==> config.mk <==
export PLATFORM = sky130hd
export DESIGN_NAME = multicycle_control
export DESIGN_NICKNAME = d
export VERILOG_FILES = /design/src/rtl/multicycle_control.sv
export SDC_FILE = /design/constraint.sdc
export NUM_CORES = 1
export LEC_CHECK = 0
export ABC_AREA = 1
export CELL_PAD_IN_SITES_DETAIL_PLACEMENT = 1
export CELL_PAD_IN_SITES_GLOBAL_PLACEMENT = 1
export CORE_MARGIN = 5
export CORE_UTILIZATION = 31
export CTS_CLUSTER_SIZE = 16
export DETAILED_ROUTE_END_ITERATION = 8
export PLACE_DENSITY = 0.78
export SETUP_SLACK_MARGIN = 0.4
export SLEW_MARGIN = 30
export SYNTH_ARGS = -nofsm -noshare
export SYNTH_HDL_FRONTEND = slang
export SYNTH_SLANG_ARGS = --single-unit
==> constraint.sdc <==
create_clock -name clk -period 1.7 [get_ports clk]
set_clock_uncertainty 0.1 [all_clocks]
set_input_delay 0.17 -clock clk [delete_from_list [all_inputs] [get_ports clk]]
set_output_delay 0.17 -clock clk [all_outputs]
set_load 0.05 [all_outputs]
==> src/rtl/multicycle_control.sv <==
// Main sequencing FSM for the multicycle CPU: fetch/decode/execute/memory/writeback.
// Controls decode combinationally from the state register; memory waits are bounded by MEM_TIMEOUT.
module multicycle_control #(
   parameter int MEM_TIMEOUT = 15,
   parameter int CNT_W       = 8
) (
   input  logic       clk,
   input  logic       reset,
   input  logic [5:0] op,
   input  logic       mem_ready,
   output logic       IR_write,
   output logic       pc_write,
   output logic       pc_write_cond,
   output logic       i_or_d,
   output logic       mem_read,
   output logic       mem_write,
   output logic       mem_to_reg,
   output logic       reg_dst,
   output logic       reg_write,
   output logic       alu_src_a,
   output logic [1:0] alu_src_b,
   output logic [1:0] alu_op,
   output logic [1:0] pc_source,
   output logic [3:0] state,
   output logic       fault
);

   typedef enum logic [3:0] {
      FETCH     = 4'd0,
      DECODE    = 4'd1,
      MEM_ADDR  = 4'd2,
      MEM_READ  = 4'd3,
      MEM_WB    = 4'd4,
      MEM_WRITE = 4'd5,
      EXEC_R    = 4'd6,
      R_WB      = 4'd7,
      BRANCH    = 4'd8,
      JUMP      = 4'd9,
      ADDI_EXEC = 4'd10,
      ADDI_WB   = 4'd11,
      HALT      = 4'd12
   } state_t;

   localparam logic [5:0] OP_RTYPE = 6'h00;
   localparam logic [5:0] OP_LW    = 6'h23;
   localparam logic [5:0] OP_SW    = 6'h2B;
   localparam logic [5:0] OP_BEQ   = 6'h04;
   localparam logic [5:0] OP_J     = 6'h02;
   localparam logic [5:0] OP_ADDI  = 6'h08;

   state_t           state_q, state_d;
   logic [CNT_W-1:0] cnt_q, cnt_d;
   logic             fault_set;
   logic             wait_st;
   logic             timeout;

   assign wait_st = (state_q == FETCH) || (state_q == MEM_READ) || (state_q == MEM_WRITE);
   // The limit only bites when memory is still not ready; a late ready still wins.
   assign timeout = wait_st && !mem_ready && (cnt_q == CNT_W'(MEM_TIMEOUT));

   always_comb begin
      state_d   = state_q;
      fault_set = 1'b0;
      cnt_d     = '0;
      if (wait_st && !mem_ready)
         cnt_d = cnt_q + 1'b1;
      case (state_q)
         FETCH:     if (mem_ready) state_d = DECODE;
         DECODE: begin
            case (op)
               OP_RTYPE:      state_d = EXEC_R;
               OP_LW, OP_SW:  state_d = MEM_ADDR;
               OP_BEQ:        state_d = BRANCH;
               OP_J:          state_d = JUMP;
               OP_ADDI:       state_d = ADDI_EXEC;
               default: begin
                  state_d   = HALT;
                  fault_set = 1'b1;
               end
            endcase
         end
         MEM_ADDR: begin
            if (op == OP_LW)
               state_d = MEM_READ;
            else if (op == OP_SW)
               state_d = MEM_WRITE;
            else begin
               state_d   = HALT;
               fault_set = 1'b1;
            end
         end
         MEM_READ:  if (mem_ready) state_d = MEM_WB;
         MEM_WB:    state_d = FETCH;
         MEM_WRITE: if (mem_ready) state_d = FETCH;
         EXEC_R:    state_d = R_WB;
         R_WB:      state_d = FETCH;
         BRANCH:    state_d = FETCH;
         JUMP:      state_d = FETCH;
         ADDI_EXEC: state_d = ADDI_WB;
         ADDI_WB:   state_d = FETCH;
         HALT:      state_d = HALT;
         default:   state_d = HALT;
      endcase
      if (timeout) begin
         state_d   = HALT;
         fault_set = 1'b1;
         cnt_d     = '0;
      end
   end

   always_ff @(posedge clk or negedge reset) begin
      if (!reset) begin
         state_q <= FETCH;
         cnt_q   <= '0;
         fault   <= 1'b0;
      end else begin
         state_q <= state_d;
         cnt_q   <= cnt_d;
         fault   <= fault | fault_set;
      end
   end

   assign state = state_q;

   // Reset gates every strobe so nothing leaks out while the state register is being cleared.
   always_comb begin
      IR_write      = 1'b0;
      pc_write      = 1'b0;
      pc_write_cond = 1'b0;
      i_or_d        = 1'b0;
      mem_read      = 1'b0;
      mem_write     = 1'b0;
      mem_to_reg    = 1'b0;
      reg_dst       = 1'b0;
      reg_write     = 1'b0;
      alu_src_a     = 1'b0;
      alu_src_b     = 2'd0;
      alu_op        = 2'd0;
      pc_source     = 2'd0;
      if (reset) begin
         case (state_q)
            FETCH: begin
               mem_read  = 1'b1;
               alu_src_b = 2'd1;
               IR_write  = mem_ready;
               pc_write  = mem_ready;
            end
            DECODE:    alu_src_b = 2'd3;
            MEM_ADDR: begin
               alu_src_a = 1'b1;
               alu_src_b = 2'd2;
            end
            MEM_READ: begin
               mem_read = 1'b1;
               i_or_d   = 1'b1;
            end
            MEM_WB: begin
               reg_write  = 1'b1;
               mem_to_reg = 1'b1;
            end
            MEM_WRITE: begin
               mem_write = 1'b1;
               i_or_d    = 1'b1;
            end
            EXEC_R: begin
               alu_src_a = 1'b1;
               alu_op    = 2'd2;
            end
            R_WB: begin
               reg_write = 1'b1;
               reg_dst   = 1'b1;
            end
            BRANCH: begin
               alu_src_a     = 1'b1;
               alu_op        = 2'd1;
               pc_write_cond = 1'b1;
               pc_source     = 2'd1;
            end
            JUMP: begin
               pc_write  = 1'b1;
               pc_source = 2'd2;
            end
            ADDI_EXEC: begin
               alu_src_a = 1'b1;
               alu_src_b = 2'd2;
            end
            ADDI_WB:   reg_write = 1'b1;
            default: ;
         endcase
      end
   end

endmodule

# Yosys cells after proc, flatten, opt, wreduce, memory -nomap -nowiden
# Cells that the tools add are included.
dict set report totals {
  reg_bits 13
  output_inout_bits 21
  input_bits 9
}
dict set report classes {
  n_reduce_logical 16
  n_bitwise 1
  n_mux 41
  eq_ne 20
  add_sub_neg 1
}
# op n
set ops {}
lappend ops {{4-bit one-hot mux with 8 select lines} 1}
lappend ops {{4-bit 2-to-1 mux} 6}
lappend ops {{1-bit 2-to-1 mux} 23}
lappend ops {{4-bit one-hot mux with 5 select lines} 1}
lappend ops {{4-bit by 3-bit == test with 1-bit output (second input constant)} 4}
lappend ops {{4-bit == test (second input constant)} 4}
lappend ops {{8-bit 2-to-1 mux} 2}
lappend ops {{6-bit == test (second input constant)} 2}
lappend ops {{3-bit != test (second input constant)} 3}
lappend ops {{8-bit by 1-bit adder with 8-bit output (second input constant)} 1}
lappend ops {{4-bit by 2-bit == test with 1-bit output (second input constant)} 2}
lappend ops {{8-bit by 4-bit == test with 1-bit output (second input constant)} 1}
lappend ops {{2-bit one-hot mux with 2 select lines} 2}
lappend ops {{2-bit OR reduction} 4}
lappend ops {{6-bit by 2-bit == test with 1-bit output (second input constant)} 1}
lappend ops {{6-bit by 3-bit == test with 1-bit output (second input constant)} 1}
lappend ops {{6-bit by 4-bit == test with 1-bit output (second input constant)} 1}
lappend ops {{6-bit zero test} 1}
lappend ops {{2-bit 2-to-1 mux} 3}
lappend ops {{2-bit one-hot mux with 3 select lines} 1}
lappend ops {{6-bit OR reduction} 1}
lappend ops {{5-bit OR reduction} 1}
lappend ops {{4-bit by 1-bit == test with 1-bit output (second input constant)} 1}
lappend ops {{4-bit zero test} 1}
lappend ops {{8 further kinds} 11}

# Depth between registers and ports, before layout
# Gate-level depths: netlist (run 1).
dict set report depth {
  ltp_word 7
  ltp_mapped 9
  depth_no_buf 9
}

# Least setup slack after synthesis (run 1)
# OpenSTA, ideal clock, no wires.
dict set report synth_timing {
  path_kind {flip-flop to output port}
  startpoint {register state_q[3] (netlist: state[3])}
  endpoint {output port pc_source[0]}
  n_path_buf 1
  required_ns 1.430
  stages_incl_launch_ff 6
  slack_ns -0.578
  t_arrival_ns 2.008
  path_cell_list {dfrtp_1 -> nand2_1 -> inv_1 -> nand2_1 -> nor2_1 -> buf_4}
}
dict set report synth_via {
  elab_chain_cells 3
  word_cells_on_any_way 4
  classes_between {eq/ne: 2; mux: 2}
}
# item line_no
set synth_lines {}
lappend synth_lines {{from (decl)} 51} ;# state_t state_q, state_d;
lappend synth_lines {{from (signal assigned)} 117} ;# state_q <= state_d;
lappend synth_lines {{4-bit == test} 141} ;# case (state_q)
lappend synth_lines {{2-bit one-hot mux with 2 select lines (*)} 141}
lappend synth_lines {{2-bit 2-to-1 mux (*)} 140} ;# if (reset) begin
lappend synth_lines {{to (decl)} 23} ;# output logic [1:0] pc_source,
# Mark *: on every way between the ends. The rest lies on a longest branch, timed or not.

# Worst setup path in the final report (run 1)
dict set report layout_timing {
  startpoint {register state_q[0] (netlist: state[0])}
  endpoint {output port alu_op[1]}
}
dict set report layout_via {
  elab_chain_cells 3
  word_cells_on_any_way 4
  classes_between {eq/ne: 2; mux: 2}
}
# item line_no
set layout_lines {}
lappend layout_lines {{4-bit == test / 4-bit by 3-bit == test with 1-bit output (equally long branches)} 141}
lappend layout_lines {{2-bit one-hot mux with 2 select lines (*)} 141}
lappend layout_lines {{2-bit 2-to-1 mux (*)} 140}
lappend layout_lines {{to (decl)} 22} ;# output logic [1:0] alu_op,
# Marks and branches as above.

==> impl_results.md, run 1 <==
- Die area: 4550 sq um
- Routability cong.: 0.870
- Fraction of layout cells with a size suffix above 1: 0.472
- Final setup violation count: 23
- Global Route Usage Sum: 0.224
- Die Wd: 67.5 um
- Cells after synthesis: 163
- Design area: 2060 sq um
- Routed vias/inst: 5.49
- Cell leakage power: 0.000954 uW
- R2R Setup Slk: -0.08 ns
- CTS tree: done
- EDFF count, synth: 0
- Worst setup SP type: register
- Vias in the first global route: 1459
- Maximum VDD drop: 327 uV
- Crit. Startpoint: state[0]
- Bufs and invs on worst path: 3
- RSZ-0062 raised after global routing: true
- Fmax: 525 MHz
- Sinks on Clock Net: 13
- Type of destination of the critical path: primary output
- WL/cell: 23.1 um
- Die Y: 67.5 um
- Largest net degree at the start of global routing: 16
- Cell family with most CP delay: flip-flops
- Seq cells post-synth: 13
- Top Ports: 30
- Synth Flop Type: dfrtp_1
- CTS max path bufs: 2
- CP Max Fanout: 4
- Fin crit share: 1.12
- First-pass GRT wire length: 7510 um
- Slowest-stage cell, CP: dfrtp_2
- FFs w/ async S/R, synth: 1.00
- DRT Wirelength: 5960 um
- First-pass DRT Iterations: 4
- Yosys warning total: 0
- Status: finished with violations
- Num CTS Buffers: 3
- Hold WC Path Type: input port to asynchronous set/reset pin
- I/O Buffers: 29
- Most Crowded Layer GR: met2
- Max Cap Viol: 0
- First DRT Iteration DRCs: 103
- Met1 Track Usage GR: 0.246
- Worst Tran Pin Value: 0.401 ns
- Worst EP arrival: 1.63 ns
- Rows: 20
- CP required: 1.43 ns
- Final nets: 225
- Core ar.: 3100 sq um
- FF-to-FF Start: state[1]
- Slew Limit Fails: 0
- Top cell by count, worst path: nand2_1
- Worst R2R End: state[1]
- Util after Layout: 0.663
- Grt met3 use: 0.0532
- CTS root buffer: clkbuf_4
- Area grow syn2layout: 101%
- Detailed-route DRC error count: 0
- Initial core utilization: 0.330
- R2r worst-path depth: 8
- Clock slew at reported path FFs: 0.09 ns
- Remaining antenna violation count: 0
- Syn Area/Cell: 6.28 sq um
- Failing checks: setup timing
- Post-Syn Area: 1020 sq um
- H-tree levels: 1
- Grt ovf: 0
- Delay of the slowest cell on the worst path: 0.48 ns
- Cell Chain, Critical Path: inv_4 -> nand2_1 -> inv_2 -> nand2_1 -> nor2_4 -> buf_12
- DP HPWL: 2990 um
- Pwr per Cell Area: 297 nW/um^2
- Unique cell type count in the Yosys netlist: 25
- Setup crit end: alu_op[1]
- # diodes: 0
- Final Hold Fails: 0
- CP Class: register to primary output
- Seq/Total Area, Yosys: 0.318
- Setup_tns: -2.04 ns
- Initial antenna violation count: 0
- Clk_lat worst skew: 0.31 ns
- Stages on the worst setup path: 6
- Syn_nets: 173
- Met2 Use GR: 0.419
- Final Critical Period: 1.90 ns
- PnR worst setup slack: -0.204 ns
- Vias: 1416
- Max-slew headroom: 0.732
- Placed cell area: 1720 sq um
-- metal layers --
| layer | vias up | part of all wire |
|---|---|---|
| met3 | 31 | 0.065 |
| met5 | - | 0 |
| met1 | 684 | 0.38 |
| met2 | 80 | 0.49 |
| met4 | 0 | 0.063 |
| li1 | 621 | - |
-- what timing repair did --
| action | CTS | global route |
|---|---|---|
| gates resized for setup | 39 | 12 |
| buffers inserted | 7 | 4 |
| hold buffers | 0 | 1 |
| pin swaps | 13 | 6 |
| setup endpoints to repair | 29 | 32 |
| hold endpoints to repair | 0 | 13 |
-- flip-flops by register name (all words and copies together) (netlist names) --
name   count
fault      1
cnt_q      8
state      4
-- cell usage after synthesis, types with 2 or more instances --
cell     instances  area [sq um]
dfrtp_1         13           325
nand2_2          2          12.5
nand2_1         33           124
xor2_1           4          35.0
inv_2            2          7.51
nand4_1          5          31.3
nand3_1         17          85.1
nor2_1          39           146
a21oi_1          9          45.0
inv_1           24          90.1
-- through the flow --
| step | setup slack [ns] | hold WS [ns] | cells | power [uW] |
|---|---|---|---|---|
| floorplan | 0.0502 | -0.226 | 163 | 348 |
| global placement | 0.0829 | 0.345 | 242 | 390 |
| detailed placement | -0.0356 | 0.362 | 242 | 393 |
| CTS | -0.0885 | 0.117 | 253 | 602 |
| global route | -0.234 | 0.333 | 258 | 636 |
| finish | -0.204 | 0.302 | 258 | 611 |
-- where the power goes --
part	internal, uW	switching (uW)
Sequential	309	0
Combinational	33.7	54.9
Clock	91.9	122
Total	434	177
-- final cells by class --
| type | instances | area, sq um |
|---|---|---|
| inverters | 27 | 116 |
| multi-input cells | 121 | 893 |
| repair buffers | 49 | 637 |
| flip-flops and latches | 13 | 330 |
| well taps | 44 | 55.1 |
| clock buffers | 4 | 26.3 |
| fillers | 372 | 1040 |
-- how the worst min path moves through the flow --
stage / to / startpoint / cells after the start
floorplan: cnt_q[0] / reset / 0
global placement: cnt_q[0] / cnt_q[0] / 1
detailed placement: cnt_q[0] / cnt_q[0] / 1
CTS: cnt_q[7] / reset / 2
global route: cnt_q[7] / reset / 3
finish: cnt_q[4] / reset / 3
-- cells by family after synthesis --
logic type                 after synthesis  share of synthesized area
adders and majority gates                1                     0.0122
xor gates and xnor gates                 5                     0.0428
and+or+nand+nor                        102                      0.445
buffers and inverters                   29                      0.110
DFF                                     13                      0.318
AOI/OAI and AO/OA                       13                     0.0721
-- layout by cell type (no fill, tap or decap), types with 3 or more instances in the layout --
cell type	netlist	layout
nand2_1	33	22
inv_4	0	4
buf_6	0	5
nand2_4	0	4
a21oi_4	0	4
nand3_4	1	3
a21oi_2	1	3
nor2_4	0	14
clkdlybuf4s50_1	0	7
nand2_2	2	7
nor2_2	1	6
nand3_1	17	14
buf_4	1	17
dfrtp_1	13	9
buf_12	0	18
clkbuf_4	0	3
inv_1	24	21
nor2_1	39	20
nand4_1	5	5
xor2_1	4	4
dfrtp_2	0	4
a21oi_1	9	3
-- worst min-delay path, stage by stage --
cell            delay (ns)
dlymetal6s2s_1        0.12
dlygate4sd3_1         0.56
buf_4                 0.22
Note: power is estimated with default switching activity, not from simulation.
==> run 2: changes to the inputs <==
==> constraint.sdc (replaced) <==
create_clock -name clk -period 1.7 [get_ports clk]
set_clock_uncertainty 0.1 [all_clocks]
set_input_delay 0.17 -clock clk [delete_from_list [all_inputs] [get_ports clk]]
set_output_delay 0.17 -clock clk [all_outputs]
set_load 0.02 [all_outputs]
==> impl_results.md, run 2 (synthesis results as in run 1) <==
- Status: finished with violations
- Failing checks: setup timing
- # diodes: 0 (unchanged)
- CTS tree: done
- Design area: 1920 sq um (-6.7%)
- CTS max path bufs: 2 (unchanged)
- Final nets: 235 (+4.4%)
- R2R Setup Slk: 0.01 ns (+0.09 ns)
- Worst Tran Pin Value: 0.381 ns (-0.0200 ns)
- Max Cap Viol: 0 (unchanged)
- Delay of the slowest cell on the worst path: 0.47 ns (about the same)
- Worst EP arrival: 1.46 ns (-0.17 ns)
- Sequential power share: 0.526 (+0.021)
- Combinational share of power: 0.145 (about the same)
- Top Ports: 30 (unchanged)
- CTS root buffer: clkbuf_4
- Vias: 1319 (-6.9%)
- First-pass DRT Iterations: 4 (unchanged)
- Placed cell area: 1680 sq um (-2.6%)
- Rows: 20 (unchanged)
- Hold_buf cts: 0 (unchanged)
- Fmax: 577 MHz (+9.9%)
- CP Max Fanout: 4 (unchanged)
- First DRT Iteration DRCs: 48 (-53%)
- Cell Chain, Critical Path: inv_4 -> nand2_4 -> nor3_4 -> a21oi_2 -> nor2_2 -> buf_6
- Sinks on Clock Net: 13 (unchanged)
- Net Sw Frac: 0.256 (-0.0333)
- Fin crit share: 1.02 (-0.101)
- H-tree levels: 1 (unchanged)
- Hold WC Path Type: input port to asynchronous set/reset pin
- Setup crit end: alu_src_b[1]
- FF-to-FF Start: state[0]
- Dpl ws: -0.263 ns (-0.228 ns)
- Util after Layout: 0.619 (-0.0444)
- I/O Buffers: 29 (unchanged)
- PnR worst setup slack: -0.0322 ns (+0.171 ns)
- Die area: 4550 sq um (unchanged)
- Initial antenna violation count: 0 (unchanged)
- Psw: 150 uW (-15%)
- First-pass GRT wire length: 6580 um (-12%)
- Cell leakage power: 0.000991 uW (+3.9%)
- Grt ovf: 0 (unchanged)
- Worst R2R End: state[2]
- Core ar.: 3100 sq um (unchanged)
- Internal Dissipation: 436 uW (+0.46%)
- Maximum VDD drop: 374 uV (+14%)
- Clk pwr share: 0.329 (-0.021)
- DRT Wirelength: 4340 um (-27%)
- R2r worst-path depth: 10 (+2)
- # fillers: 397 (+6.7%)
- Fraction of layout cells with a size suffix above 1: 0.482 (+0.0102)
- Final Critical Period: 1.73 ns (-0.171 ns)
- Die Y: 67.5 um (unchanged)
- Largest register FFs: 8 (unchanged)
- Largest net degree at the start of global routing: 14 (-2)
- Final Hold Fails: 0 (unchanged)
- CP Class: register to primary output
- Pwr per Cell Area: 305 nW/um^2 (+2.8%)
- Detailed-route DRC error count: 0 (unchanged)
- Initial core utilization: 0.330 (unchanged)
- Commonest non-fill, non-tap cell in the layout: buf_4
- Cell family with most CP delay: flip-flops
- Clk_lat worst skew: 0.28 ns (-0.03 ns)
- Routability cong.: 0.866 (-0.47%)
- Hold WS: 0.147 ns (-0.155 ns)
- Area grow syn2layout: 87.7%
- WL/cell: 16.2 um (-30%)
- Vias in the first global route: 1415 (-3.0%)
- Slew Limit Fails: 0 (unchanged)
- Slowest-stage cell, CP: dfrtp_2
- Num CTS Buffers: 3 (unchanged)
- RSZ-0062 raised after global routing: true
- Final setup violation count: 5 (-78%)
- Worst setup SP type: register
- Clock slew at reported path FFs: 0.07 ns (-0.02 ns)
- Die Wd: 67.5 um (unchanged)
- DP HPWL: 3090 um (+3.6%)
- Global Route Usage Sum: 0.193 (-0.0306)
- Bufs and invs on worst path: 2 (-1)
- Most frequent cells in the layout: buf_4, nor2_1, nand2_1, inv_1, buf_6
- CP required: 1.43 ns (about the same)
- Most flop-heavy register: cnt_q
- Max-slew headroom: 0.745 (+0.0134)
- Stages on the worst setup path: 6 (unchanged)
- Setup_tns: -0.0964 ns (+1.94 ns)
- Remaining antenna violation count: 0 (unchanged)
- Routed vias/inst: 4.92 (-10%)
- Crit. Startpoint: state[2]
- Type of destination of the critical path: primary output
-- run 2: cell count changes in the layout (fill, tap and decap cells not counted), sizes merged --
cell           previous run  this run
buf                      40        50
dlymetal6s2s              1         0
dlygate4sd2               0         1
dlygate4sd3               1         0
clkdlybuf4s50             7         8
-- run 2: worst reg2reg max path: cells and delay by family, from the launching register on --
family / cells / cell delay (ns)
AOI/OAI and AO/OA: 1 / 0.08
buffers and inverters: 3 / 0.36
DFF: 1 / 0.45
and+or+nand+nor: 6 / 0.59
-- run 2: final cells by class --
| type | count | area (sq um) | share of cell area |
|---|---|---|---|
| multi-input cells | 121 | 858 | 0.447 |
| repair buffers | 59 | 537 | 0.279 |
| flip-flops and latches | 13 | 330 | 0.172 |
| inverters | 27 | 114 | 0.0593 |
| well taps | 44 | 55.1 | 0.0287 |
| clock buffers | 4 | 26.3 | 0.0137 |
-- run 2: stage by stage --
step	power [uW]	cells
after floorplan	343	163
final	587	268
after global routing	619	268
after CTS	595	262
after global placement	391	256
after detailed placement	395	256
-- run 2: worst min-delay path by stage --
| stage | start | endpoint | slack [ns] | cells past startpoint |
|---|---|---|---|---|
| 6_report | reset | cnt_q[6] | 0.15 | 2 |
| 3_3_place_gp | cnt_q[0] | cnt_q[0] | 0.35 | 1 |
| 2_1_floorplan | reset | cnt_q[0] | -0.23 | 0 |
| 4_1_cts | reset | state[3] | 0.15 | 2 |
| 3_5_place_dp | cnt_q[0] | cnt_q[0] | 0.38 | 1 |
| 5_1_grt | reset | cnt_q[6] | 0.17 | 2 |
-- run 2: routing by layer --
layer	vias up	global-route usage	wire length [um]
met4	0	0.0608	91
li1	640	-	-
met2	30	0.366	2310
met1	640	0.223	1810
met3	9	0.0216	130
met5	-	0	0
-- run 2: power by group through the flow --
stage	logic (uW)	registers [uW]	clock network [uW]
2_1_floorplan	28.2	315	0
3_3_place_gp	75.6	315	0
3_5_place_dp	79.7	315	0
4_1_cts	81.5	309	204
5_1_grt	93.9	309	217
6_report	85.0	309	193
-- run 2: repair_timing --
action                                  CTS  global route
buffers inserted                          2             6
endpoints found under the setup margin   34            33
resized for setup                       123            33
pin swaps                                 9             8
==> run 3: changes to the inputs <==
==> constraint.sdc (replaced) <==
create_clock -name clk -period 1.7 [get_ports clk]
set_clock_uncertainty 0.1 [all_clocks]
set_input_delay 0.17 -clock clk [delete_from_list [all_inputs] [get_ports clk]]
set_output_delay 0.17 -clock clk [all_outputs]
set_load 0.005 [all_outputs]
==> impl_results.md, run 3 (synthesis results as in run 1) <==
- Status: finished with violations
- Failing checks: setup timing
- Largest register FFs: 8 (unchanged)
- Slew Limit Fails: 0 (unchanged)
- CP Class: register to register
- Final Hold Fails: 0 (unchanged)
- R2r worst-path depth: 10 (unchanged)
- Global Route Usage Sum: 0.245 (+0.0517)
- # fillers: 407 (+2.5%)
- Stages on the worst setup path: 10 (+4)
- CP Max Fanout: 4 (unchanged)
- Max-slew headroom: 0.590 (-0.155)
- DP HPWL: 2910 um (-6.1%)
- Maximum VDD drop: 457 uV (+22%)
- Routed vias/inst: 5.47 (+11%)
- Fmax: 550 MHz (-4.7%)
- Rows: 20 (unchanged)
- Bufs and invs on worst path: 4 (+2)
- PnR worst setup slack: -0.117 ns (-0.0846 ns)
- Area grow syn2layout: 94.1%
- Cell family with most CP delay: buffers and inverters
- Most frequent cells in the layout: buf_4, nor2_1, inv_1, buf_6, nand2_1
- Psw: 168 uW (+12%)
- Type of destination of the critical path: register
- Die Y: 67.5 um (unchanged)
- Final setup violation count: 15 (+10)
- Cell leakage power: 0.00105 uW (+5.9%)
- Detailed-route DRC error count: 0 (unchanged)
- Pwr per Cell Area: 301 nW/um^2 (-1.3%)
- Sinks on Clock Net: 13 (unchanged)
- Internal Dissipation: 431 uW (-1.2%)
- H-tree levels: 1 (unchanged)
- First-pass DRT Iterations: 4 (unchanged)
- I/O Buffers: 29 (unchanged)
- Final nets: 248 (+5.5%)
- # diodes: 0 (unchanged)
- Worst setup SP type: register
- Initial core utilization: 0.330 (unchanged)
- Dpl ws: -0.248 ns (+0.0152 ns)
- Clk_lat worst skew: 0.30 ns (+0.02 ns)
- WL/cell: 22.7 um (+40%)
- Core ar.: 3100 sq um (unchanged)
- Num CTS Buffers: 3 (unchanged)
- DRT Wirelength: 6380 um (+47%)
- Routability cong.: 0.780 (-10%)
- First DRT Iteration DRCs: 71 (+48%)
- Remaining antenna violation count: 0 (unchanged)
- Clk pwr share: 0.347 (+0.018)
- Util after Layout: 0.640 (+0.0214)
- R2R Setup Slk: -0.12 ns (-0.13 ns)
- CTS max path bufs: 2 (unchanged)
- Vias: 1537 (+17%)
- Largest net degree at the start of global routing: 16 (+2)
- Max Cap Viol: 0 (unchanged)
- RSZ-0062 raised after global routing: true
- Grt ovf: 0 (unchanged)
- Die Wd: 67.5 um (unchanged)
- Fin crit share: 1.07 (+0.0498)
- Hold WC Path Type: input port to asynchronous set/reset pin
- Worst EP arrival: 1.94 ns (+0.48 ns)
- Cell Chain, Critical Path: buf_6 -> nand2_4 -> clkinv_4 -> nand2_4 -> buf_6 -> nand3_4 -> buf_12 -> a21oi_4 -> nand2_2 -> o2111ai_2
- Die area: 4550 sq um (unchanged)
- Combinational share of power: 0.138 (-0.007)
- Sequential power share: 0.516 (-0.010)
- Vias in the first global route: 1575 (+11%)
- Most flop-heavy register: cnt_q
- Delay of the slowest cell on the worst path: 0.49 ns (+0.02 ns)
- First-pass GRT wire length: 8250 um (+25%)
- Slowest-stage cell, CP: dfrtp_2
- Final Critical Period: 1.82 ns (+0.0846 ns)
- Initial antenna violation count: 0 (unchanged)
- Clock slew at reported path FFs: 0.10 ns (+0.03 ns)
- Worst Tran Pin Value: 0.615 ns (+0.233 ns)
- CP required: 1.82 ns (+0.39 ns)
- Commonest non-fill, non-tap cell in the layout: buf_4
- Net Sw Frac: 0.280 (+0.0238)
- CTS tree: done
- Top Ports: 30 (unchanged)
- Fraction of layout cells with a size suffix above 1: 0.540 (+0.0579)
- CTS root buffer: clkbuf_4
## run 3: changes by cell type in the layout (fill, tap and decap cells not counted), moves of 2 or more
cell / delta
buf_2: +13
a21oi_4: -2
nor2_4: -2
nand2_2: +7
nand2_1: -7
clkbuf_2: +2
nor2_2: +4
buf_6: +3
a21oi_1: +3
buf_4: -5
nor2_1: -2
## run 3: path summary, 6_finish.rpt
check / from / to
worst max-delay path: state[0] / state[1]
worst min-delay path: reset / cnt_q[7]
worst max register to register: state[0] / state[1]
worst min register to register: fault / fault
max in group asynchronous: reset / state[3]
min in group clk: fault / fault
## run 3: what timing repair did
action | CTS | global route
resized for setup | 131 | 34
pin swaps | 27 | 22
setup buffers | 18 | 9
endpoints found under the setup margin | 34 | 33
cloned | 0 | 0
hold buffers | 0 | 0
## run 3: final cells by class
type                    instances  area, sq um  share of cell area
clock buffers                   4         26.3              0.0132
repair buffers                 72          608               0.306
inverters                      27          114              0.0573
flip-flops and latches         13          330               0.166
multi-input cells             121          853               0.429
well taps                      44         55.1              0.0277
## run 3: through the flow
step	setup TNS (ns)	hold slack [ns]	instances	instance area, sq um	power, uW
floorplan	0	-0.226	163	1090	339
global placement	-1.23	0.387	250	1540	379
global route	-2.22	0.120	281	1990	639
detailed placement	-1.77	0.393	250	1540	383
CTS	0	0.122	272	1790	583
finish	-0.873	0.125	281	1990	599
## run 3: power groups by stage
stage	Sequential [uW]	Clock [uW]	Combinational, uW
floorplan	315	0	24.2
global placement	315	0	63.9
detailed placement	315	0	67.7
CTS	309	202	71.6
global route	309	242	87.9
finish	309	208	82.4
## run 3: per-layer routing
metal	share of wire	wire length [um]	GRT usage
met1	0.40	2540	0.270
met5	0	0	0
met4	0.069	441	0.0962
met3	0.061	388	0.0599
met2	0.47	3020	0.445
